==> src/rtl/carry_look_ahead_adder_if.sv <==
// Operand/result bundle for the registered carry-lookahead adder.
// The master drives operands; the slave (the adder) returns registered results.
interface carry_look_ahead_adder_if #(
  parameter int WIDTH = 4
);
  logic [WIDTH-1:0] A;
  logic [WIDTH-1:0] B;
  logic             Cin;
  logic             in_valid;
  logic [WIDTH-1:0] S;
  logic             Cout;
  logic             P_out;
  logic             G_out;
  logic             out_valid;

  modport master (
    output A, B, Cin, in_valid,
    input  S, Cout, P_out, G_out, out_valid
  );

  modport slave (
    input  A, B, Cin, in_valid,
    output S, Cout, P_out, G_out, out_valid
  );
endinterface

==> src/rtl/carry_look_ahead_adder.sv <==
// Two-level carry-lookahead adder with one register stage.
// Level one: 4-bit groups; level two: up to four groups. Carries are sum-of-products.
module carry_look_ahead_adder #(
  parameter int WIDTH = 4
) (
  input  logic                     clk,
  input  logic                     rst_n,
  carry_look_ahead_adder_if.slave  bus
);

  localparam int NG = WIDTH / 4;

  if (!(WIDTH == 4 || WIDTH == 8 || WIDTH == 12 || WIDTH == 16)) begin : g_bad_width
    $fatal(1, "carry_look_ahead_adder: WIDTH must be 4, 8, 12 or 16");
  end

  // Carry into position n of a 4-wide g/p slice, as a flat OR of AND terms:
  // g[n-1] | p[n-1]g[n-2] | ... | p[n-1]..p[0]c0. n = 0 returns c0.
  function automatic logic sop_carry(input logic [3:0] g, input logic [3:0] p,
                                     input logic c0, input int n);
    logic term;
    logic acc;
    acc = 1'b0;
    for (int m = 0; m < 4; m++) begin
      if (m < n) begin
        term = g[m];
        for (int q = 0; q < 4; q++) begin
          if (q > m && q < n) term = term & p[q];
        end
        acc = acc | term;
      end
    end
    term = c0;
    for (int q = 0; q < 4; q++) begin
      if (q < n) term = term & p[q];
    end
    return acc | term;
  endfunction

  logic [WIDTH-1:0] g, p, c;
  logic [3:0]       pg, gg;
  logic             grp_cin;

  logic [WIDTH-1:0] s_d, s_q;
  logic             cout_d, cout_q;
  logic             pout_d, pout_q;
  logic             gout_d, gout_q;
  logic             vld_q;

  // NOTE: every variable gets a default first, so no path leaves one unassigned
  // and no latch is inferred; unused group slots stay 0 instead of X.
  always_comb begin
    g       = bus.A & bus.B;
    p       = bus.A ^ bus.B;
    pg      = '0;
    gg      = '0;
    c       = '0;
    grp_cin = 1'b0;
    pout_d  = 1'b1;

    for (int k = 0; k < NG; k++) begin
      pg[k] = &p[4*k +: 4];
      gg[k] = sop_carry(g[4*k +: 4], p[4*k +: 4], 1'b0, 4);
    end

    // Each group's carry-in comes straight from the second-level lookahead.
    for (int k = 0; k < NG; k++) begin
      grp_cin = sop_carry(gg, pg, bus.Cin, k);
      for (int j = 0; j < 4; j++) begin
        c[4*k + j] = sop_carry(g[4*k +: 4], p[4*k +: 4], grp_cin, j);
      end
      pout_d = pout_d & pg[k];
    end

    s_d    = p ^ c;
    cout_d = sop_carry(gg, pg, bus.Cin, NG);
    gout_d = sop_carry(gg, pg, 1'b0, NG);
  end

  // NOTE: state registers use non-blocking assignments so every flop samples
  // pre-edge values regardless of statement order.
  always_ff @(posedge clk or negedge rst_n) begin
    if (!rst_n) begin
      s_q    <= '0;
      cout_q <= 1'b0;
      pout_q <= 1'b0;
      gout_q <= 1'b0;
      vld_q  <= 1'b0;
    end else begin
      s_q    <= s_d;
      cout_q <= cout_d;
      pout_q <= pout_d;
      gout_q <= gout_d;
      vld_q  <= bus.in_valid;
    end
  end

  assign bus.S         = s_q;
  assign bus.Cout      = cout_q;
  assign bus.P_out     = pout_q;
  assign bus.G_out     = gout_q;
  assign bus.out_valid = vld_q;

endmodule

==> src/flat_wrapper.sv <==
// flat-port wrapper written by rule: the top's interface ports become plain ports
module carry_look_ahead_adder_flat 
#(
  parameter int WIDTH = 4
)
  (clk, rst_n, bus_A, bus_B, bus_Cin, bus_in_valid, bus_S, bus_Cout, bus_P_out, bus_G_out, bus_out_valid);
  carry_look_ahead_adder_if #(.WIDTH(WIDTH)) bus_i ();
  input  logic clk;
  input  logic rst_n;
  input wire logic [$bits(bus_i.A)-1:0] bus_A;
  input wire logic [$bits(bus_i.B)-1:0] bus_B;
  input wire logic [$bits(bus_i.Cin)-1:0] bus_Cin;
  input wire logic [$bits(bus_i.in_valid)-1:0] bus_in_valid;
  output wire logic [$bits(bus_i.S)-1:0] bus_S;
  output wire logic [$bits(bus_i.Cout)-1:0] bus_Cout;
  output wire logic [$bits(bus_i.P_out)-1:0] bus_P_out;
  output wire logic [$bits(bus_i.G_out)-1:0] bus_G_out;
  output wire logic [$bits(bus_i.out_valid)-1:0] bus_out_valid;
  assign bus_i.A = bus_A;
  assign bus_i.B = bus_B;
  assign bus_i.Cin = bus_Cin;
  assign bus_i.in_valid = bus_in_valid;
  assign bus_S = bus_i.S;
  assign bus_Cout = bus_i.Cout;
  assign bus_P_out = bus_i.P_out;
  assign bus_G_out = bus_i.G_out;
  assign bus_out_valid = bus_i.out_valid;
  carry_look_ahead_adder #(.WIDTH(WIDTH)) u_core (.clk(clk), .rst_n(rst_n), .bus(bus_i));
endmodule
==> config.mk <==
export PLATFORM = sky130hd
export DESIGN_NAME = carry_look_ahead_adder_flat
export DESIGN_NICKNAME = d
export VERILOG_FILES = /design/src/rtl/carry_look_ahead_adder_if.sv /design/src/rtl/carry_look_ahead_adder.sv /design/src/flat_wrapper.sv
export SDC_FILE = /design/constraint.sdc
export NUM_CORES = 1
export LEC_CHECK = 0
export CAP_MARGIN = 5
export CORE_AREA = 5 5 42 44
export DETAILED_ROUTE_END_ITERATION = 7
export DIE_AREA = 0 0 47 49
export PLACE_DENSITY = 0.68
export SLEW_MARGIN = 30
export SYNTH_ARGS = -nofsm -noshare
export SYNTH_HDL_FRONTEND = slang
export SYNTH_SLANG_ARGS = --single-unit
==> constraint.sdc <==
create_clock -name clk -period 0.9 [get_ports clk]
set_input_delay 0.135 -clock clk [delete_from_list [all_inputs] [get_ports clk]]
set_output_delay 0.135 -clock clk [all_outputs]
set_load 0.1 [all_outputs]
### Yosys cells after proc, flatten, opt, wreduce, memory -nomap -nowiden

Index checks and enable logic that the tools add are counted.
Widths: inputs -> output; s select.

* input port bits: 12
* word-level logic and storage cells: 29
* output and inout bits: 8
* register bits after elaboration: 8

* bitwise operators: 23
* reductions and logical operators: 1

Operators by type and width (count)
* $and 1x1->1: 10
* $or 1x1->1: 10
* $xor 4x4->4: 2
* $and 4x4->4: 1
* $reduce_and 4->1: 1

### Depth between registers and ports, before layout

Gate-level depths: netlist of run 1.

* depth after elaboration: 8
* depth in mapped cells: 5
* mapped depth without buffers: 5

### Least setup slack after synthesis of run 1

Ideal clock, no wire load.

* kind: input to register
* start: input bus_B[0]
* end: register u_core.s_q[3], in the netlist u_core.bus.S[3]
* path buffers: 0
* library setup time: 0.124 ns
* path slack: -0.205 ns
* required time: 0.776 ns
* stages on the path: 5
* arrival: 0.982 ns
* path through: ha_1 ha_1 o211ai_1 nand2_1 xor2_1

* word-level cells in the longest chain between the ends: 7
* elaborated cells on any way between the ends: 11
* classes of those cells: bitwise: 11

Ends and longest elaborated chain
* from (decl): RTL line flat_wrapper.sv:11 `input wire logic [$bits(bus_i.B)-1:0] bus_B;`
* $and 4x4->4: RTL line carry_look_ahead_adder.sv:53 `g = bus.A & bus.B;`
* $and 1x1->1 (2 in a row): RTL line carry_look_ahead_adder.sv:28 `if (q > m && q < n) term = term & p[q];`
* $or 1x1->1 (2 in a row): RTL line carry_look_ahead_adder.sv:30 `acc = acc | term;`
* $or 1x1->1 (*): RTL line carry_look_ahead_adder.sv:37 `return acc | term;`
* $xor 4x4->4 (*): RTL line carry_look_ahead_adder.sv:75 `s_d = p ^ c;`
* named net u_core.s_d[3]: RTL line carry_look_ahead_adder.sv:44 `logic [WIDTH-1:0] s_d, s_q;`
* to (signal assigned): RTL line carry_look_ahead_adder.sv:84 `s_q <= '0;`
* to (signal assigned): RTL line carry_look_ahead_adder.sv:90 `s_q <= s_d;`
* to (decl): RTL line carry_look_ahead_adder.sv:44

Mark *: on every way through the listed nets, which the timed path passes. The rest lies on a longest branch.

### Worst setup path in the final report of run 1

* start: register u_core.s_q[3], in the netlist u_core.bus.S[3]
* end: output bus_S[3]

RTL lines
* to (decl): RTL line flat_wrapper.sv:14 `output wire logic [$bits(bus_i.S)-1:0] bus_S;`

No word-level cell between the ends.

==> Flow_metrics.wiki, run 1 <==
{| class="wikitable"
! Metric !! Value
|-
| CTS tree || yes
|-
| Worst ir drop on vdd || 657 uV
|-
| Standard cell core area || 0.00140 sq mm
|-
| Layout Nets || 77
|-
| Total count of max-transition violations in the final report || 0
|-
| Maximum frequency from static timing analysis || 1060 MHz
|-
| Proportion of layout cells with a drive suffix above 1 || 68.4%
|-
| Flop and latch count out of synthesis || 8
|-
| Number of search-and-repair iterations in the first detailed-routing pass || 1
|-
| Fin crit share || 105%
|-
| GRT Resource Usage Total || 8.34%
|-
| Endpoints failing setup || 8
|-
| Slack of the critical path || -44.2 ps
|-
| Via-per-instance ratio || 4.33
|-
| Classification of the worst setup path || flip-flop to output port
|-
| Reported max-cap violation count || 0
|-
| FF+latch area || 210 sq um
|-
| Overflow left after global routing || 0
|-
| Count of inserted antenna diode cells || 0
|-
| Post-place instance area || 774 sq um
|-
| Slew margin rel. || 78.7%
|-
| Peak fanout along the critical path || 1
|-
| Starting density of the core || 27.1%
|-
| Post-layout utilization of the core || 59.2%
|-
| Top cell family by delay on the critical path || flip-flops
|-
| Net count after synthesis || 47
|-
| Max stage delay on crit path || 410 ps
|-
| Power density relative to cell area || 1860 mW/mm^2
|-
| Synthesized cell area || 379 sq um
|-
| Synth area leaders || sky130_fd_sc_hd__dfrtp_1 (53%), sky130_fd_sc_hd__ha_1 (17%), sky130_fd_sc_hd__fa_1 (5.3%)
|-
| Number of routed nets with antenna violations || 0
|-
| Global placement routability congestion || 0.685
|-
| Initial antenna violation count || 0
|-
| Number of vias in the routed layout || 316
|-
| Maximum count of clock buffers along a single path || 2
|-
| Min-delay worst type || input pin to asynchronous set/reset pin
|-
| I/O pin count || 20
|-
| Share of Yosys cell area claimed by the top area cell type || 52.8%
|-
| Routed length per instance || 10.0 um
|-
| Hold Vio Cnt, Final || 0
|-
| Portion of the post-synthesis area used by sequential elements || 52.8%
|-
| Routed WL || 733 um
|-
| Global-route wire length before repair || 1.43 mm
|-
| Synthesized instance count || 29
|-
| Worst-path clk slew || 50 ps
|-
| Critical path buffer and inverter count || 1
|-
| Post-layout instance area || 830 sq um
|-
| Rows || 14
|-
| Violated checks || negative setup slack
|-
| Clock sink total || 8
|-
| Layout area overhead || 119%
|-
| Multi-input gate area || 263 sq um
|-
| Distinct cell type count of the synthesized netlist || 14
|-
| Clock root buffer || sky130_fd_sc_hd__clkbuf_4
|-
| Vias in the first global route || 372
|-
| Die extent in x || 47 um
|-
| Arrival time of data at the critical path endpoint || 810 ps
|-
| Nature of the critical path startpoint || flip-flop
|-
| Number of buffers inserted by port buffering || 19
|-
| Static leakage power || 0.000348 uW
|-
| Maximum number of pins on one net before global-route repair || 9
|-
| Yosys warns || 0
|-
| Total clock buffers created by CTS || 3
|-
| Mean instance size in the synthesized netlist || 13.1 sq um
|-
| Die area || 0.00230 sq mm
|-
| Die extent in y || 49 um
|-
| Outcome || finished with violations
|-
| CP Capture Type || output port
|-
| DRC || 0
|-
| Filler Cells Inserted || 124
|-
| Slowest cell on the critical path || sky130_fd_sc_hd__dfrtp_2
|-
| Data required time at the worst endpoint || 760 ps
|-
| Pin slew with the least headroom to its limit || 319 ps
|-
| Cell Chain, Critical Path || buf_12
|-
| RSZ-0062 raised after global routing || yes
|-
| Synth area leader || sky130_fd_sc_hd__dfrtp_1
|-
| H-tree depth reported by CTS || 1
|-
| Detailed router's first-iteration violation count || 0
|-
| Final period demand of the worst path || 944 ps
|}
repair_timing:
| action | in CTS | in global routing |
|---|---|---|
| gates resized for setup | 20 | 6 |
| hold buffers | 0 | 0 |
| buffers inserted | 0 | 1 |
| endpoints found under the setup margin | 15 | 11 |
| pin swaps | 7 | 10 |
stage by stage:
| stage | setup WS [ps] | total power, uW | setup TNS [ps] | cells | hold slack [ps] |
|---|---|---|---|---|---|
| 2_1_floorplan | -86.2 | 932 | -166 | 29 | -161 |
| 3_3_place_gp | -646 | 1280 | -3340 | 69 | 421 |
| 3_5_place_dp | -671 | 1290 | -3470 | 69 | 414 |
| 4_1_cts | -52.2 | 1540 | -414 | 72 | 160 |
| 5_1_grt | -70.7 | 1600 | -526 | 73 | 194 |
| 6_report | -44.2 | 1540 | -349 | 73 | 159 |
path summary, 6_finish.rpt:
kind | depth (start not counted) | slack (ps) | from | to
setup / recovery | 1 | -40 | u_core.bus.S[3]$_DFF_PN0_ | bus_S[3]
min in group clk | 3 | 270 | bus_A[0] | u_core.bus.S[0]$_DFF_PN0_
hold / removal | 1 | 160 | rst_n | u_core.bus.P_out$_DFF_PN0_
max in group asynchronous | 1 | 480 | rst_n | u_core.bus.G_out$_DFF_PN0_
kinds of logic (layout without fill, tap and decap cells):
kind of cell	Yosys count	count (layout)	synth area share (%)
flops	8	8	52.8
compound gates	7	7	12.2
fa+ha+maj	6	6	21.8
simple gates	5	5	6.27
xor+xnor	3	3	6.93
buf+inv	0	28	0
sequential cells by signal, summed over array words and instances (netlist names):
name / count
u_core.bus.S: 4
u_core.bus.out_valid: 1
u_core.bus.P_out: 1
u_core.bus.G_out: 1
u_core.bus.Cout: 1
routing by layer:
layer | wire (um) | vias to the layer above | part of all wire, % | GRT usage (%)
li1 | - | 155 | - | -
met1 | 272 | 145 | 37 | 9.36
met2 | 382 | 16 | 52 | 13.3
met3 | 78 | 0 | 11 | 1.85
met4 | 0 | 0 | 0 | 5.53
met5 | 0 | - | 0 | 0
where the power goes:
part           switching (uW)  total (uW)  internal [uW]
registers                38.8         459            420
clock network            95.4         246            151
logic                     497         836            339
area by class of cell:
cell class,count,area share [%]
well taps,16,2.41
repair buffers,25,37.9
flip-flops and latches,8,25.3
clock buffers,3,2.71
multi-input cells,21,31.7
synth_stat cells (all sizes together):
cell type,n
a21o,1
a21oi,3
dfrtp,8
fa,1
ha,5
nand2,3
nor2,2
o211ai,1
o21a,1
o21ai,1
xnor2,1
xor2,2
cells in the final DEF, fill, tap and decap left out:
master,instances
sky130_fd_sc_hd__a21oi_4,1
sky130_fd_sc_hd__clkbuf_4,3
sky130_fd_sc_hd__a21oi_2,2
sky130_fd_sc_hd__dlygate4sd2_1,3
sky130_fd_sc_hd__o21ai_2,1
sky130_fd_sc_hd__buf_12,8
sky130_fd_sc_hd__buf_4,6
sky130_fd_sc_hd__buf_6,2
sky130_fd_sc_hd__a21o_1,1
sky130_fd_sc_hd__clkdlybuf4s15_1,4
sky130_fd_sc_hd__o21a_1,1
sky130_fd_sc_hd__nand2_2,1
sky130_fd_sc_hd__nor2_2,2
sky130_fd_sc_hd__xnor2_1,1
sky130_fd_sc_hd__ha_4,5
sky130_fd_sc_hd__xor2_1,2
sky130_fd_sc_hd__nand2_1,2
sky130_fd_sc_hd__clkdlybuf4s50_1,2
sky130_fd_sc_hd__fa_1,1
sky130_fd_sc_hd__o211ai_1,1
sky130_fd_sc_hd__dfrtp_2,8
Note: power is estimated with default switching activity, not from simulation.
==> inputs of run 2 (changes only) <==
- clock period: 0.9 -> 1.2 ns (I/O delays scaled with it)
==> run 2 against run 1 <==
  * The run now ends clean
  * Die area is the same
  * Power shrank 26%
  * Flip-flop and latch count stayed put
  * Global-route usage is 0.22 points higher
  * Critical path type is now input pin to flip-flop
==> Flow_metrics.wiki, run 2 (synthesis gave the netlist of run 1 again) <==
{| class="wikitable"
! Metric !! Value
|-
| Outcome || finished, final reports clean
|-
| Pin slew with the least headroom to its limit || 325 ps (+5.99 ps)
|-
| Hold Vio Cnt, Final || 0 (unchanged)
|-
| CTS tree || yes
|-
| M1 GR Usage || 8.01% (-1.4 points)
|-
| Static leakage power || 0.000353 uW (+1.5%)
|-
| Proportion of layout cells with a drive suffix above 1 || 49.1% (-19 points)
|-
| Max stage delay on crit path || 510 ps (+100 ps)
|-
| Number of vias in the routed layout || 331 (+4.7%)
|-
| Total clock buffers created by CTS || 3 (unchanged)
|-
| M3 GR Usage || 0% (-1.8 points)
|-
| Maximum number of pins on one net before global-route repair || 9 (unchanged)
|-
| Critical path buffer and inverter count || 1 (unchanged)
|-
| Standard cell core area || 0.00140 sq mm (unchanged)
|-
| Clock sink total || 8 (unchanged)
|-
| Largest register FFs || 4 (unchanged)
|-
| Slack of the critical path || 37.9 ps (+82.1 ps)
|-
| Rows || 14 (unchanged)
|-
| Total count of max-transition violations in the final report || 0 (unchanged)
|-
| Reported max-cap violation count || 0 (unchanged)
|-
| Global routing usage on met2 || 15.8% (+2.5 points)
|-
| Data required time at the worst endpoint || 1330 ps (+570 ps)
|-
| Die area || 0.00230 sq mm (unchanged)
|-
| Classification of the worst setup path || input pin to flip-flop
|-
| Total design power || 1140 uW (-26%)
|-
| Endpoints failing setup || 0 (-8)
|-
| Initial antenna violation count || 0 (unchanged)
|-
| Vias in the first global route || 370 (-0.54%)
|-
| Die extent in y || 49 um (unchanged)
|-
| CP Capture Type || flip-flop
|-
| DRC || 0 (unchanged)
|-
| Placement Setup Slack || -451 ps (+220 ps)
|-
| Count of inserted antenna diode cells || 0 (unchanged)
|-
| Cell Chain, Critical Path || clkdlybuf4s50_1 > ha_4 > a21oi_2 > o21ai_2 > a21o_1
|-
| Detailed router's first-iteration violation count || 4 (+4)
|-
| Number of search-and-repair iterations in the first detailed-routing pass || 5 (+4)
|-
| Die extent in x || 47 um (unchanged)
|-
| Nature of the critical path startpoint || input pin
|-
| Routed length per instance || 11.4 um (+13%)
|-
| H-tree depth reported by CTS || 1 (unchanged)
|-
| Layout area overhead || 111%
|-
| Via-per-instance ratio || 4.53 (+4.7%)
|-
| Arrival time of data at the critical path endpoint || 1290 ps (+480 ps)
|-
| Min-delay worst type || input pin to asynchronous set/reset pin
|-
| I/O pin count || 20 (unchanged)
|-
| Global placement routability congestion || 0.758 (+11%)
|-
| RSZ-0062 raised after global routing || no
|-
| GRT Resource Usage Total || 8.56% (+0.22 points)
|-
| Most used routing layer in global routing || met2
|-
| Peak fanout along the critical path || 3 (+2)
|-
| Worst ir drop on vdd || 480 uV (-27%)
|-
| Post-detailed-placement half-perimeter wirelength || 642 um
|-
| Power density relative to cell area || 1430 mW/mm^2 (-23%)
|-
| Maximum count of clock buffers along a single path || 2 (unchanged)
|-
| Routed WL || 831 um (+13%)
|-
| Number of routed nets with antenna violations || 0 (unchanged)
|-
| Top library cells by usage in the layout, fill and taps aside || sky130_fd_sc_hd__clkdlybuf4s50_1 (8), sky130_fd_sc_hd__buf_12 (8), sky130_fd_sc_hd__dfrtp_1 (8), sky130_fd_sc_hd__buf_4 (6), sky130_fd_sc_hd__ha_4 (4)
|-
| Slew margin rel. || 78.3% (-0.40 points)
|-
| Layout Nets || 77 (unchanged)
|-
| Fin crit share || 96.8%
|-
| Overflow left after global routing || 0 (unchanged)
|-
| Starting density of the core || 27.1% (unchanged)
|-
| Global-route wire length before repair || 1.44 mm (+0.49%)
|-
| Slowest cell on the critical path || sky130_fd_sc_hd__clkdlybuf4s50_1
|-
| Worst-path clk slew || 50 ps (about the same)
|-
| Top cell family by delay on the critical path || buffers and inverters
|-
| Maximum frequency from static timing analysis || 861 MHz
|-
| Clock root buffer || sky130_fd_sc_hd__clkbuf_4
|-
| Number of buffers inserted by port buffering || 19 (unchanged)
|-
| Filler Cells Inserted || 130 (+4.8%)
|-
| Final period demand of the worst path || 1160 ps
|}
run 2: cell types whose count changed in the layout (fill, tap and decap cells not counted), moves of 2 or more:
cell | previous run | this run
sky130_fd_sc_hd__buf_6 | 2 | 0
sky130_fd_sc_hd__clkdlybuf4s15_1 | 4 | 1
sky130_fd_sc_hd__clkdlybuf4s50_1 | 2 | 8
sky130_fd_sc_hd__dfrtp_1 | 0 | 8
sky130_fd_sc_hd__dfrtp_2 | 8 | 0
sky130_fd_sc_hd__dlygate4sd2_1 | 3 | 1
run 2: layout make-up:
| cell class | count | area [sq um] | area share [%] |
|---|---|---|---|
| Clock buffer | 3 | 22.5 | 2.81 |
| Sequential cell | 8 | 200 | 25.0 |
| Tap cell | 16 | 20.0 | 2.50 |
| Timing Repair Buffer | 25 | 317 | 39.5 |
| Multi-Input combinational cell | 21 | 241 | 30.2 |
run 2: where the power goes:
group          switching [uW]  internal, uW
Combinational             370           250
Clock                    71.9           113
Sequential               30.0           308
Total                     472           671
run 2: per-layer routing:
| metal | part of all wire [%] | wire, um |
|---|---|---|
| met1 | 33 | 271 |
| met2 | 61 | 508 |
| met3 | 6.1 | 51 |
| met4 | 0 | 0 |
| met5 | 0 | 0 |
run 2: per-stage QoR:
step	cell area, sq um	hold WS (ps)	utilization (%)	TNS (ps)	cells
2_1_floorplan	379	-116	-	0	29
3_3_place_gp	707	471	50.4	-1650	69
3_5_place_dp	707	469	50.4	-1780	69
4_1_cts	783	212	55.9	0	73
5_1_grt	801	231	57.1	0	73
6_report	801	204	57.1	0	73
run 2: final timing paths:
| path | from | end | slack (ps) | depth (start not counted) |
|---|---|---|---|---|
| worst max-delay path | bus_B[3] | u_core.bus.Cout$_DFF_PN0_ | 40 | 5 |
| worst min-delay path | rst_n | u_core.bus.S[1]$_DFF_PN0_ | 200 | 1 |
| max in group asynchronous | rst_n | u_core.bus.S[2]$_DFF_PN0_ | 750 | 1 |
| min in group clk | bus_B[2] | u_core.bus.G_out$_DFF_PN0_ | 370 | 4 |
run 2: timing repair:
item,4_1_cts,5_1_grt
cloned,0,0
buffers inserted,1,0
pin swaps,3,0
hold buffers,0,0
resized for setup,9,3
endpoints found under the setup margin,3,2
